**src/rtl/vgahdmi_pkg.sv**
```systemverilog
// Shared definitions for the vgahdmi framebuffer generator: pipeline control word,
// raster arithmetic, BPP legality and the DVI control symbols used by the TMDS encoders.
package vgahdmi_pkg;

    localparam logic [9:0] TMDS_CTRL_00 = 10'b1101010100;
    localparam logic [9:0] TMDS_CTRL_01 = 10'b0010101011;
    localparam logic [9:0] TMDS_CTRL_10 = 10'b0101010100;
    localparam logic [9:0] TMDS_CTRL_11 = 10'b1010101011;

    // Per-pixel control bits carried alongside the fetch pipeline
    typedef struct packed {
        logic hs;
        logic vs;
        logic de;
        logic vb;
        logic load;
        logic adv;
    } vga_ctl_t;

    function automatic int raster_total(input int vis, input int front, input int sync, input int back);
        return vis + front + sync + back;
    endfunction

    function automatic bit bpp_legal(input int bpp);
        return (bpp == 1) || (bpp == 2) || (bpp == 4) || (bpp == 8);
    endfunction

    // Index is {c1, c0}
    function automatic logic [9:0] tmds_ctrl(input logic [1:0] c);
        case (c)
            2'b00:   return TMDS_CTRL_00;
            2'b01:   return TMDS_CTRL_01;
            2'b10:   return TMDS_CTRL_10;
            default: return TMDS_CTRL_11;
        endcase
    endfunction

endpackage

```
**src/rtl/vgahdmi_tmds_enc.sv**
```systemverilog
// One DVI 1.0 TMDS 8b/10b channel encoder with running-disparity DC balancing.
// Only instantiated when VGAHDMI_TMDS_EN is defined.
module vgahdmi_tmds_enc
    import vgahdmi_pkg::*;
(
    input  logic       clk_pixel,
    input  logic       reset_n,
    input  logic [7:0] data,
    input  logic       de,
    input  logic [1:0] ctrl,
    output logic [9:0] tmds
);

    logic [3:0]        n1_data;
    logic [3:0]        n1_qm;
    logic              use_xnor;
    logic              acc;
    logic [8:0]        q_m;
    logic signed [5:0] bal;
    logic signed [5:0] disp_q, disp_d;
    logic [9:0]        tmds_q, tmds_d;

    always_comb begin
        n1_data = '0;
        for (int i = 0; i < 8; i++) n1_data = n1_data + 4'(data[i]);
        use_xnor = (n1_data > 4'd4) || ((n1_data == 4'd4) && !data[0]);

        q_m = '0;
        acc = data[0];
        q_m[0] = acc;
        for (int i = 1; i < 8; i++) begin
            acc = use_xnor ? ~(acc ^ data[i]) : (acc ^ data[i]);
            q_m[i] = acc;
        end
        q_m[8] = !use_xnor;

        n1_qm = '0;
        for (int i = 0; i < 8; i++) n1_qm = n1_qm + 4'(q_m[i]);
        // ones minus zeros of the 8 data bits = 2*n1 - 8
        bal = $signed({1'b0, n1_qm, 1'b0}) - 6'sd8;

        disp_d = disp_q;
        tmds_d = tmds_q;
        if (!de) begin
            disp_d = '0;
            tmds_d = tmds_ctrl(ctrl);
        end else if ((disp_q == 6'sd0) || (bal == 6'sd0)) begin
            tmds_d = {~q_m[8], q_m[8], q_m[8] ? q_m[7:0] : ~q_m[7:0]};
            disp_d = q_m[8] ? (disp_q + bal) : (disp_q - bal);
        end else if (((disp_q > 6'sd0) && (bal > 6'sd0)) || ((disp_q < 6'sd0) && (bal < 6'sd0))) begin
            tmds_d = {1'b1, q_m[8], ~q_m[7:0]};
            disp_d = disp_q + (q_m[8] ? 6'sd2 : 6'sd0) - bal;
        end else begin
            tmds_d = {1'b0, q_m[8], q_m[7:0]};
            disp_d = disp_q - (q_m[8] ? 6'sd0 : 6'sd2) + bal;
        end
    end

    always_ff @(posedge clk_pixel or negedge reset_n) begin
        if (!reset_n) begin
            disp_q <= '0;
            tmds_q <= '0;
        end else begin
            disp_q <= disp_d;
            tmds_q <= tmds_d;
        end
    end

    assign tmds = tmds_q;

endmodule

```
**src/rtl/vgahdmi_fb.sv**
```systemverilog
// vgahdmi_fb: programmable-timing framebuffer video generator, 1/2/4/8 bpp, optional X/Y doubling.
// Define VGAHDMI_TMDS_EN to add the parallel DVI TMDS word outputs tmds_r/tmds_g/tmds_b.
module vgahdmi_fb
    import vgahdmi_pkg::*;
#(
    parameter int H_VISIBLE = 640,
    parameter int H_FRONT   = 16,
    parameter int H_SYNC    = 96,
    parameter int H_BACK    = 48,
    parameter int V_VISIBLE = 480,
    parameter int V_FRONT   = 10,
    parameter int V_SYNC    = 2,
    parameter int V_BACK    = 33,
    parameter int SYNC_POL  = 1,
    parameter int BPP       = 1,
    parameter int DBL_X     = 0,
    parameter int DBL_Y     = 0,
    parameter int ADDR_W    = 16
) (
    input  logic              clk_pixel,
    input  logic              reset_n,
    output logic [ADDR_W-1:0] dispAddr,
    input  logic [7:0]        dispData,
    output logic [7:0]        vga_r,
    output logic [7:0]        vga_g,
    output logic [7:0]        vga_b,
    output logic              vga_de,
    output logic              vga_hsync,
    output logic              vga_vsync,
    output logic              vblank_pulse
`ifdef VGAHDMI_TMDS_EN
    ,
    output logic [9:0]        tmds_r,
    output logic [9:0]        tmds_g,
    output logic [9:0]        tmds_b
`endif
);

    localparam int   H_TOTAL   = raster_total(H_VISIBLE, H_FRONT, H_SYNC, H_BACK);
    localparam int   V_TOTAL   = raster_total(V_VISIBLE, V_FRONT, V_SYNC, V_BACK);
    localparam int   XW        = $clog2(H_TOTAL);
    localparam int   YW        = $clog2(V_TOTAL);
    localparam int   PPB       = bpp_legal(BPP) ? (8 / BPP) : 1;
    localparam int   PPB_LOG2  = $clog2(PPB);
    localparam int   STRIDE    = (H_VISIBLE >> DBL_X) / PPB;
    localparam bit   PARAM_OK  = bpp_legal(BPP) && (((H_VISIBLE >> DBL_X) % PPB) == 0);
    localparam logic SYNC_IDLE = (SYNC_POL == 0);

    generate
        if (!PARAM_OK) begin : g_param_check
            $error("vgahdmi_fb: BPP must be 1/2/4/8 and H_VISIBLE>>DBL_X a multiple of 8/BPP");
        end
    endgenerate

    logic [XW-1:0]     x_q, x_d;
    logic [YW-1:0]     y_q, y_d;
    logic [ADDR_W-1:0] line_base_q, line_base_d;
    logic [ADDR_W-1:0] disp_addr_q, disp_addr_d;
    vga_ctl_t          ctl1_q, ctl1_d, ctl2_q, ctl2_d;
    logic [7:0]        shift_q, shift_d;
    logic [23:0]       rgb_q, rgb_d;
    logic              de_q, de_d, hs_q, hs_d, vs_q, vs_d, vb_q, vb_d;

    logic              x_last, y_last, y_vis, first_clk, y_grp_last, grp_start;
    logic [XW-1:0]     fb_x;

    // Stage 1: raster counters, line base, fetch address and per-pixel control
    always_comb begin
        x_last     = (32'(x_q) == 32'(H_TOTAL - 1));
        y_last     = (32'(y_q) == 32'(V_TOTAL - 1));
        y_vis      = (32'(y_q) < 32'(V_VISIBLE));
        fb_x       = x_q >> DBL_X;
        first_clk  = (DBL_X == 0) || !x_q[0];
        y_grp_last = (DBL_Y == 0) || y_q[0];

        ctl1_d    = '0;
        ctl1_d.hs = (32'(x_q) >= 32'(H_VISIBLE + H_FRONT)) && (32'(x_q) < 32'(H_VISIBLE + H_FRONT + H_SYNC));
        ctl1_d.vs = (32'(y_q) >= 32'(V_VISIBLE + V_FRONT)) && (32'(y_q) < 32'(V_VISIBLE + V_FRONT + V_SYNC));
        ctl1_d.de = (32'(x_q) < 32'(H_VISIBLE)) && y_vis;
        ctl1_d.vb = (x_q == '0) && (32'(y_q) == 32'(V_VISIBLE));
        grp_start   = ctl1_d.de && first_clk && ((fb_x & XW'(PPB - 1)) == '0);
        ctl1_d.load = grp_start;
        ctl1_d.adv  = ctl1_d.de && first_clk && !grp_start;

        x_d = x_last ? '0 : x_q + XW'(1);
        y_d = y_q;
        if (x_last) y_d = y_last ? '0 : y_q + YW'(1);

        line_base_d = line_base_q;
        if (x_last) begin
            if (y_last)
                line_base_d = '0;
            else if (y_grp_last && y_vis)
                line_base_d = line_base_q + ADDR_W'(STRIDE);
        end

        disp_addr_d = disp_addr_q;
        if (!y_vis)
            disp_addr_d = '0;
        else if (grp_start)
            disp_addr_d = line_base_q + ADDR_W'(fb_x >> PPB_LOG2);
    end

    // Stages 2/3: dispData is valid while ctl2 holds the matching control word,
    // so the unpacked pixel feeds the output registers directly from shift_d.
    always_comb begin
        ctl2_d = ctl1_q;

        shift_d = shift_q;
        if (ctl2_q.load)
            shift_d = dispData;
        else if (ctl2_q.adv)
            shift_d = shift_q >> BPP;

        case (BPP)
            1:       rgb_d = {24{shift_d[0]}};
            2:       rgb_d = {3{{4{shift_d[1:0]}}}};
            4:       rgb_d = {3{{2{shift_d[3:0]}}}};
            default: rgb_d = {shift_d[7:5], shift_d[7:5], shift_d[7:6],
                              shift_d[4:2], shift_d[4:2], shift_d[4:3],
                              {4{shift_d[1:0]}}};
        endcase
        if (!ctl2_q.de) rgb_d = '0;

        de_d = ctl2_q.de;
        hs_d = ctl2_q.hs ^ SYNC_IDLE;
        vs_d = ctl2_q.vs ^ SYNC_IDLE;
        vb_d = ctl2_q.vb;
    end

    always_ff @(posedge clk_pixel or negedge reset_n) begin
        if (!reset_n) begin
            x_q         <= '0;
            y_q         <= '0;
            line_base_q <= '0;
            disp_addr_q <= '0;
            ctl1_q      <= '0;
            ctl2_q      <= '0;
            shift_q     <= '0;
            rgb_q       <= '0;
            de_q        <= 1'b0;
            hs_q        <= SYNC_IDLE;
            vs_q        <= SYNC_IDLE;
            vb_q        <= 1'b0;
        end else begin
            x_q         <= x_d;
            y_q         <= y_d;
            line_base_q <= line_base_d;
            disp_addr_q <= disp_addr_d;
            ctl1_q      <= ctl1_d;
            ctl2_q      <= ctl2_d;
            shift_q     <= shift_d;
            rgb_q       <= rgb_d;
            de_q        <= de_d;
            hs_q        <= hs_d;
            vs_q        <= vs_d;
            vb_q        <= vb_d;
        end
    end

    assign dispAddr     = disp_addr_q;
    assign vga_r        = rgb_q[23:16];
    assign vga_g        = rgb_q[15:8];
    assign vga_b        = rgb_q[7:0];
    assign vga_de       = de_q;
    assign vga_hsync    = hs_q;
    assign vga_vsync    = vs_q;
    assign vblank_pulse = vb_q;

`ifdef VGAHDMI_TMDS_EN
    vgahdmi_tmds_enc u_enc_r (
        .clk_pixel (clk_pixel),
        .reset_n   (reset_n),
        .data      (rgb_q[23:16]),
        .de        (de_q),
        .ctrl      (2'b00),
        .tmds      (tmds_r)
    );

    vgahdmi_tmds_enc u_enc_g (
        .clk_pixel (clk_pixel),
        .reset_n   (reset_n),
        .data      (rgb_q[15:8]),
        .de        (de_q),
        .ctrl      (2'b00),
        .tmds      (tmds_g)
    );

    vgahdmi_tmds_enc u_enc_b (
        .clk_pixel (clk_pixel),
        .reset_n   (reset_n),
        .data      (rgb_q[7:0]),
        .de        (de_q),
        .ctrl      ({vs_q, hs_q}),
        .tmds      (tmds_b)
    );
`endif

endmodule

```
**config.mk**
```make
export PLATFORM = sky130hd
export DESIGN_NAME = vgahdmi_fb
export DESIGN_NICKNAME = d
export VERILOG_FILES = /design/src/rtl/vgahdmi_pkg.sv /design/src/rtl/vgahdmi_tmds_enc.sv /design/src/rtl/vgahdmi_fb.sv
export SDC_FILE = /design/constraint.sdc
export NUM_CORES = 1
export LEC_CHECK = 0
export ABC_AREA = 0
export CAP_MARGIN = 0
export CORE_MARGIN = 2
export CORE_UTILIZATION = 45
export DETAILED_ROUTE_END_ITERATION = 8
export GPL_TIMING_DRIVEN = 0
export PLACE_DENSITY_LB_ADDON = 0.25
export SYNTH_ARGS = -nofsm -noshare
export SYNTH_HDL_FRONTEND = slang
export SYNTH_SLANG_ARGS = --single-unit
```
**constraint.sdc**
```tcl
create_clock -name clk_pixel -period 4.3 [get_ports clk_pixel]
set_input_delay 1.075 -clock clk_pixel [delete_from_list [all_inputs] [get_ports clk_pixel]]
set_output_delay 1.075 -clock clk_pixel [all_outputs]
set_load 0.01 [all_outputs]
```
======== Word-level counts from Yosys, hierarchy flattened ========
Cells that the tools add are included.
cells by class
  add/sub/neg operators ................... 4
  $lt $le $gt $ge ......................... 6
  eq/ne operators ......................... 4
  multiplexer cells ....................... 9
  reduce and logical (&&, ||, !) cells .... 12
operator list
  cell                                                                 count
  2-to-1 mux 16 bit                                                    4
  2-to-1 mux 24 bit                                                    1
  adder 10 x 1 -> 10 bit (second input constant)                       2
  equality test 10 bit (second input constant)                         2
  logical NOT 10 bit                                                   2
  < comparator 10 bit (second input constant)                          2
  < comparator 10 x 9 -> 1 bit (second input constant)                 2
  2-to-1 mux 10 bit                                                    2
  adder 16 x 7 -> 16 bit                                               1
  adder 16 x 7 -> 16 bit (second input constant)                       1
  2-to-1 mux 8 bit                                                     2
  equality test 10 x 9 -> 1 bit (second input constant)                1
  greater-or-equal comparator 10 bit (second input constant)           1
  greater-or-equal comparator 10 x 9 -> 1 bit (second input constant)  1
  logical AND 1 bit                                                    6
  nonzero test 2 bit                                                   2
  != test 2 x 1 -> 1 bit (second input constant)                       1
  AND reduction 2 bit                                                  1
  logical NOT 1 bit                                                    1
storage, ports and cells
  bits in registers ....................... 100
  input port bits ......................... 10
  output and inout port bits .............. 44
  logic and storage cells ................. 58

======== Depth between registers and ports, before layout ========
Gate-level depths: netlist (run 1).
  word-level depth ........................ 5
  depth in mapped cells ................... 8
  depth with buffers taken out ............ 7

======== Least setup slack after synthesis (run 1) ========
No wires, ideal clock.
  path kind ............................... register -> register
  start ................................... register x_q[7], in the netlist fb_x[7]
  end ..................................... register line_base_q[10]
  library setup time ...................... 0.121 ns
  arrival time ............................ 2.029 ns
  required time ........................... 4.179 ns
  slack ................................... 2.150 ns
  stages on the path, launching flop included .. 8
  buffers on the path ..................... 2
  clock period less this slack ............ 2.150 ns
  cells stage by stage .................... dfrtp_1 > buf_6 > or4b_4 > or4b_4 > buf_6 > nor3_1 > xnor2_1 > nor2_2
between the ends
  cells in the longest elaborated chain, start to end .. 2
RTL lines
  item                                  RTL line           text
  start, declared                       vgahdmi_fb.sv:55   logic [XW-1:0] x_q, x_d;
  start signal, assigned                vgahdmi_fb.sv:133  x_q <= '0;
  start signal, assigned                vgahdmi_fb.sv:146  x_q <= x_d;
  equality test 10 bit                  vgahdmi_fb.sv:69   x_last = (32'(x_q) == 32'(H_TOTAL - 1));
  AND reduction 2 bit (no source line)  -
  end signal, assigned                  vgahdmi_fb.sv:148  line_base_q <= line_base_d;
  end, declared                         vgahdmi_fb.sv:57   logic [ADDR_W-1:0] line_base_q, line_base_d;
Every way passes these cells.
A chain may end at the register's enable or synchronous reset.

==> results.sh, run 1 <==
export IMPL_clockBufferDepth=2
export IMPL_cp_arrival_ns=1.85
export IMPL_root_buffer="clkbuf_8"
export IMPL_switching_share=0.209
export IMPL_async_flop_share=1.00
export IMPL_r2r_slack_ns=1.83
export IMPL_hold_viol_final=0
export IMPL_worstReg2RegEnd="line_base_q[9]"
export IMPL_ys_seq_elements=73
export IMPL_start_util=0.456
export IMPL_synth_area_mm2=0.00347
export IMPL_avgSynthCellArea_um2=10.2
export IMPL_min_to="vs_d"
export IMPL_ios=54
export IMPL_ys_flop_type="dfrtp_1"
export IMPL_drive_gt1_frac=0.135
export IMPL_final_max_slew_violation_count=0
export IMPL_period_needed_ns=2.93
export IMPL_track_usage=0.171
export IMPL_synth_top_area_share=0.527
export IMPL_crit_required_ns=3.22
export IMPL_grt_pass1_wl_mm=11.4
export IMPL_syn_nets=357
export IMPL_pwr_share_seq=0.532
export IMPL_place_congestion=0.810
export IMPL_cts_resized=0
export IMPL_rr_worst_depth=7
export IMPL_slew_limit_headroom=0.407
export IMPL_fmax_ghz=0.342
export IMPL_powerDensity_mw_per_mm2=300
export IMPL_ys_types=34
export IMPL_final_antenna_net_count=0
export IMPL_p_clk_frac=0.417
export IMPL_ys_top_cells_by_count="dfrtp_1, nand2_1, buf_4, nor2_1, xnor2_1"
export IMPL_hold_class="flop to flop"
export IMPL_dp_slack_ns=1.73
export IMPL_worst_slack_ns=1.37
export IMPL_vdd_ir_drop_max_mv=0.164
export IMPL_tritoncts="done"
export IMPL_intPower_mw=1.03
export IMPL_tightest_slew_ns=0.889
export IMPL_worstSetupEndpointType="primary output"
export IMPL_run_status="complete, no violations"
export IMPL_drc=0
export IMPL_drt_iter0_drc=147
export IMPL_period_share=0.681
export IMPL_synth_most_common_cell="dfrtp_1"
export IMPL_min_path_cells=0
export IMPL_p_leak_nw=1.91
export IMPL_first_pass_iters=4
export IMPL_critPathKind="flop to primary output"
export IMPL_core_area_mm2=0.00761
export IMPL_r2r_start="y_q[5]"
export IMPL_wire_per_inst_um=12.9
export IMPL_startpoint_type="flop"
export IMPL_n_fill_cell=662
export IMPL_yosysTopAreaCell="dfrtp_1"
export IMPL_die_w_um=91.8
export IMPL_area_growth_pct=24.9
export IMPL_holdBufCountCts=0
export IMPL_design_die_area_mm2=0.00842
export IMPL_max_cap_violations=0
export IMPL_antenna_found_initial=0
export IMPL_nNetsFinal=421
export IMPL_clock_sinks=73
export IMPL_clock_latency_ns=0.34
export IMPL_rsz0062_at_grt="no"
export IMPL_path_max_fanout=24
export IMPL_viasPerCell=4.90
export IMPL_post_dp_hpwl_mm=4.70
export IMPL_num_vias=2498
export IMPL_portBuffers=53
export IMPL_seq_area_frac_synth=0.527
export IMPL_cts_buffers=9
export IMPL_synth_edf_count=0
export IMPL_pwr_share_comb=0.051
export IMPL_finalSetupViolations=0
export IMPL_die_h_um=91.8
export IMPL_p_sw_mw=0.272
export IMPL_overflow=0
export IMPL_antenna_cells=0
export IMPL_finalPower_mw=1.30
export IMPL_grt_pass1_vias=2411
export IMPL_yosysWarningCount=0
export IMPL_cts_max_level=3
export IMPL_clkTransAtPathRegs_ns=0.07
export IMPL_holdWs_ns=0.351
export IMPL_rows=32
export IMPL_routed_wl_mm=6.58
export IMPL_grt_max_degree=74
export IMPL_min_from="ctl1_q[4]"
export IMPL_netlist_instances=339
export IMPL_post_cts_buffers=0
export IMPL_netlist_top_cells_area="dfrtp_1, xnor2_1, buf_4"
export IMPL_worst_clock_skew_ns=0.00666
stage by stage:
stage / TNS, ns / instances / area, um2 / util
final: 0 / 510 / 4330 / 0.569
after global routing: 0 / 510 / 4330 / 0.569
after CTS: 0 / 510 / 4330 / 0.569
after detailed placement: 0 / 494 / 4120 / 0.542
after global placement: -20.78 / 494 / 4130 / 0.542
after floorplan: 0 / 339 / 3470 / -
kinds of logic (layout without fill, tap and decap cells):
logic type	after synthesis	count (layout)	share of synthesized area
DFF	73	73	0.527
xor gates and xnor gates	34	34	0.0859
and+or+nand+nor	126	126	0.187
buffers and inverters	42	111	0.0765
AOI/OAI and AO/OA	49	49	0.0747
muxes	7	7	0.0202
adders and majority gates	8	8	0.0289
power by group through the flow:
stage	Sequential, mW	Clock [mW]	Combinational (mW)
finish	0.691	0.542	0.0660
global route	0.691	0.586	0.0721
CTS	0.691	0.559	0.0677
detailed placement	0.704	0	0.0675
global placement	0.704	0	0.0673
floorplan	0.704	0	0.0225
worst max-delay path by stage:
stage	start	to	slack (ns)	cells past startpoint
2_1_floorplan	fb_x[7]	line_base_q[10]	2.15	7
6_report	rgb_q[22]	vga_r[0]	1.37	2
3_3_place_gp	reset_n	fb_x[0]	-0.29	1
3_5_place_dp	rgb_q[22]	vga_r[4]	1.73	2
5_1_grt	rgb_q[22]	vga_g[6]	1.25	2
4_1_cts	rgb_q[22]	vga_r[4]	1.34	2
cell type report:
| cell class | count | area (um2) | area share |
|---|---|---|---|
| Buffer | 35 | 239 | 0.0552 |
| Clock buffer | 12 | 155 | 0.0358 |
| Clock inverter | 4 | 51.3 | 0.0118 |
| Inverter | 7 | 26.3 | 0.00607 |
| Multi-Input combinational cell | 224 | 1380 | 0.318 |
| Sequential cell | 73 | 1830 | 0.422 |
| Tap cell | 102 | 128 | 0.0295 |
| Timing Repair Buffer | 53 | 528 | 0.122 |
worst max-delay path, cell delays in order, from the launching register on:
cell and delay, ns:
dfrtp_1 0.76, buf_4 0.21, clkdlybuf4s50_1 0.54
state kept, by name, summed over array words and instances (netlist names), 2 cells and up:
signal       count
dispAddr        16
line_base_q     12
fb_x            10
y_q             10
shift_q          8
ctl1_q           6
ctl2_q           2
cells in the final DEF (no fill, tap or decap), types with 8 or more instances in the layout:
cell type / synthesis / layout
nand3_1: 8 / 8
ha_1: 8 / 8
clkbuf_1: 7 / 8
clkdlybuf4s50_1: 0 / 52
nor3_1: 15 / 15
xnor2_1: 24 / 24
o21ai_0: 23 / 23
nor2_1: 24 / 24
buf_4: 24 / 25
xor2_1: 10 / 10
clkbuf_8: 0 / 11
dfrtp_1: 73 / 73
nand4_1: 9 / 9
nand2_1: 38 / 38
a21oi_1: 20 / 20
metal layers:
metal	track usage	share of wire	vias up	routed length, um
met4	0.0920	0.023	0	152
met1	0.235	0.48	1164	3190
met3	0.0337	0.045	15	298
met2	0.256	0.45	62	2940
li1	-	-	1257	-
met5	0	0	-	0
No activity file was read; power rests on OpenSTA's default activity.
==> run 2: changes to the inputs <==
==> constraint.sdc (replaced) <==
create_clock -name clk_pixel -period 2.91 [get_ports clk_pixel]
set_input_delay 0.7275 -clock clk_pixel [delete_from_list [all_inputs] [get_ports clk_pixel]]
set_output_delay 0.7275 -clock clk_pixel [all_outputs]
set_load 0.01 [all_outputs]
==> results of run 2 <==
The final DEF is identical to that of run 1. Status: complete, no violations.
Main changes from that run: setup slack after placement 1.73 ns -> 0.463 ns; setup slack after layout 1.37 ns -> 0.330 ns; register-to-register setup slack 1.83 ns -> 0.44 ns; total power 1.30 mW -> 1.92 mW; worst IR drop on VDD 0.164 mV -> 0.243 mV
==> run 3: changes to the inputs <==
--- a/config.mk
+++ b/config.mk
@@ -6,6 +6,7 @@
 export NUM_CORES = 1
 export LEC_CHECK = 0
 export ABC_AREA = 0
+export ABC_CLOCK_PERIOD_IN_PS = 2900
 export CAP_MARGIN = 0
 export CORE_MARGIN = 2
 export CORE_UTILIZATION = 45
==> constraint.sdc (replaced) <==
create_clock -name clk_pixel -period 2.9 [get_ports clk_pixel]
set_input_delay 0.725 -clock clk_pixel [delete_from_list [all_inputs] [get_ports clk_pixel]]
set_output_delay 0.725 -clock clk_pixel [all_outputs]
set_load 0.01 [all_outputs]
==> results of run 3 <==
The final DEF is identical to that of run 1. Status: complete, no violations.
Main changes from that run: setup slack after placement 1.73 ns -> 0.453 ns; setup slack after layout 1.37 ns -> 0.322 ns; register-to-register setup slack 1.83 ns -> 0.43 ns; total power 1.30 mW -> 1.93 mW; worst IR drop on VDD 0.164 mV -> 0.244 mV
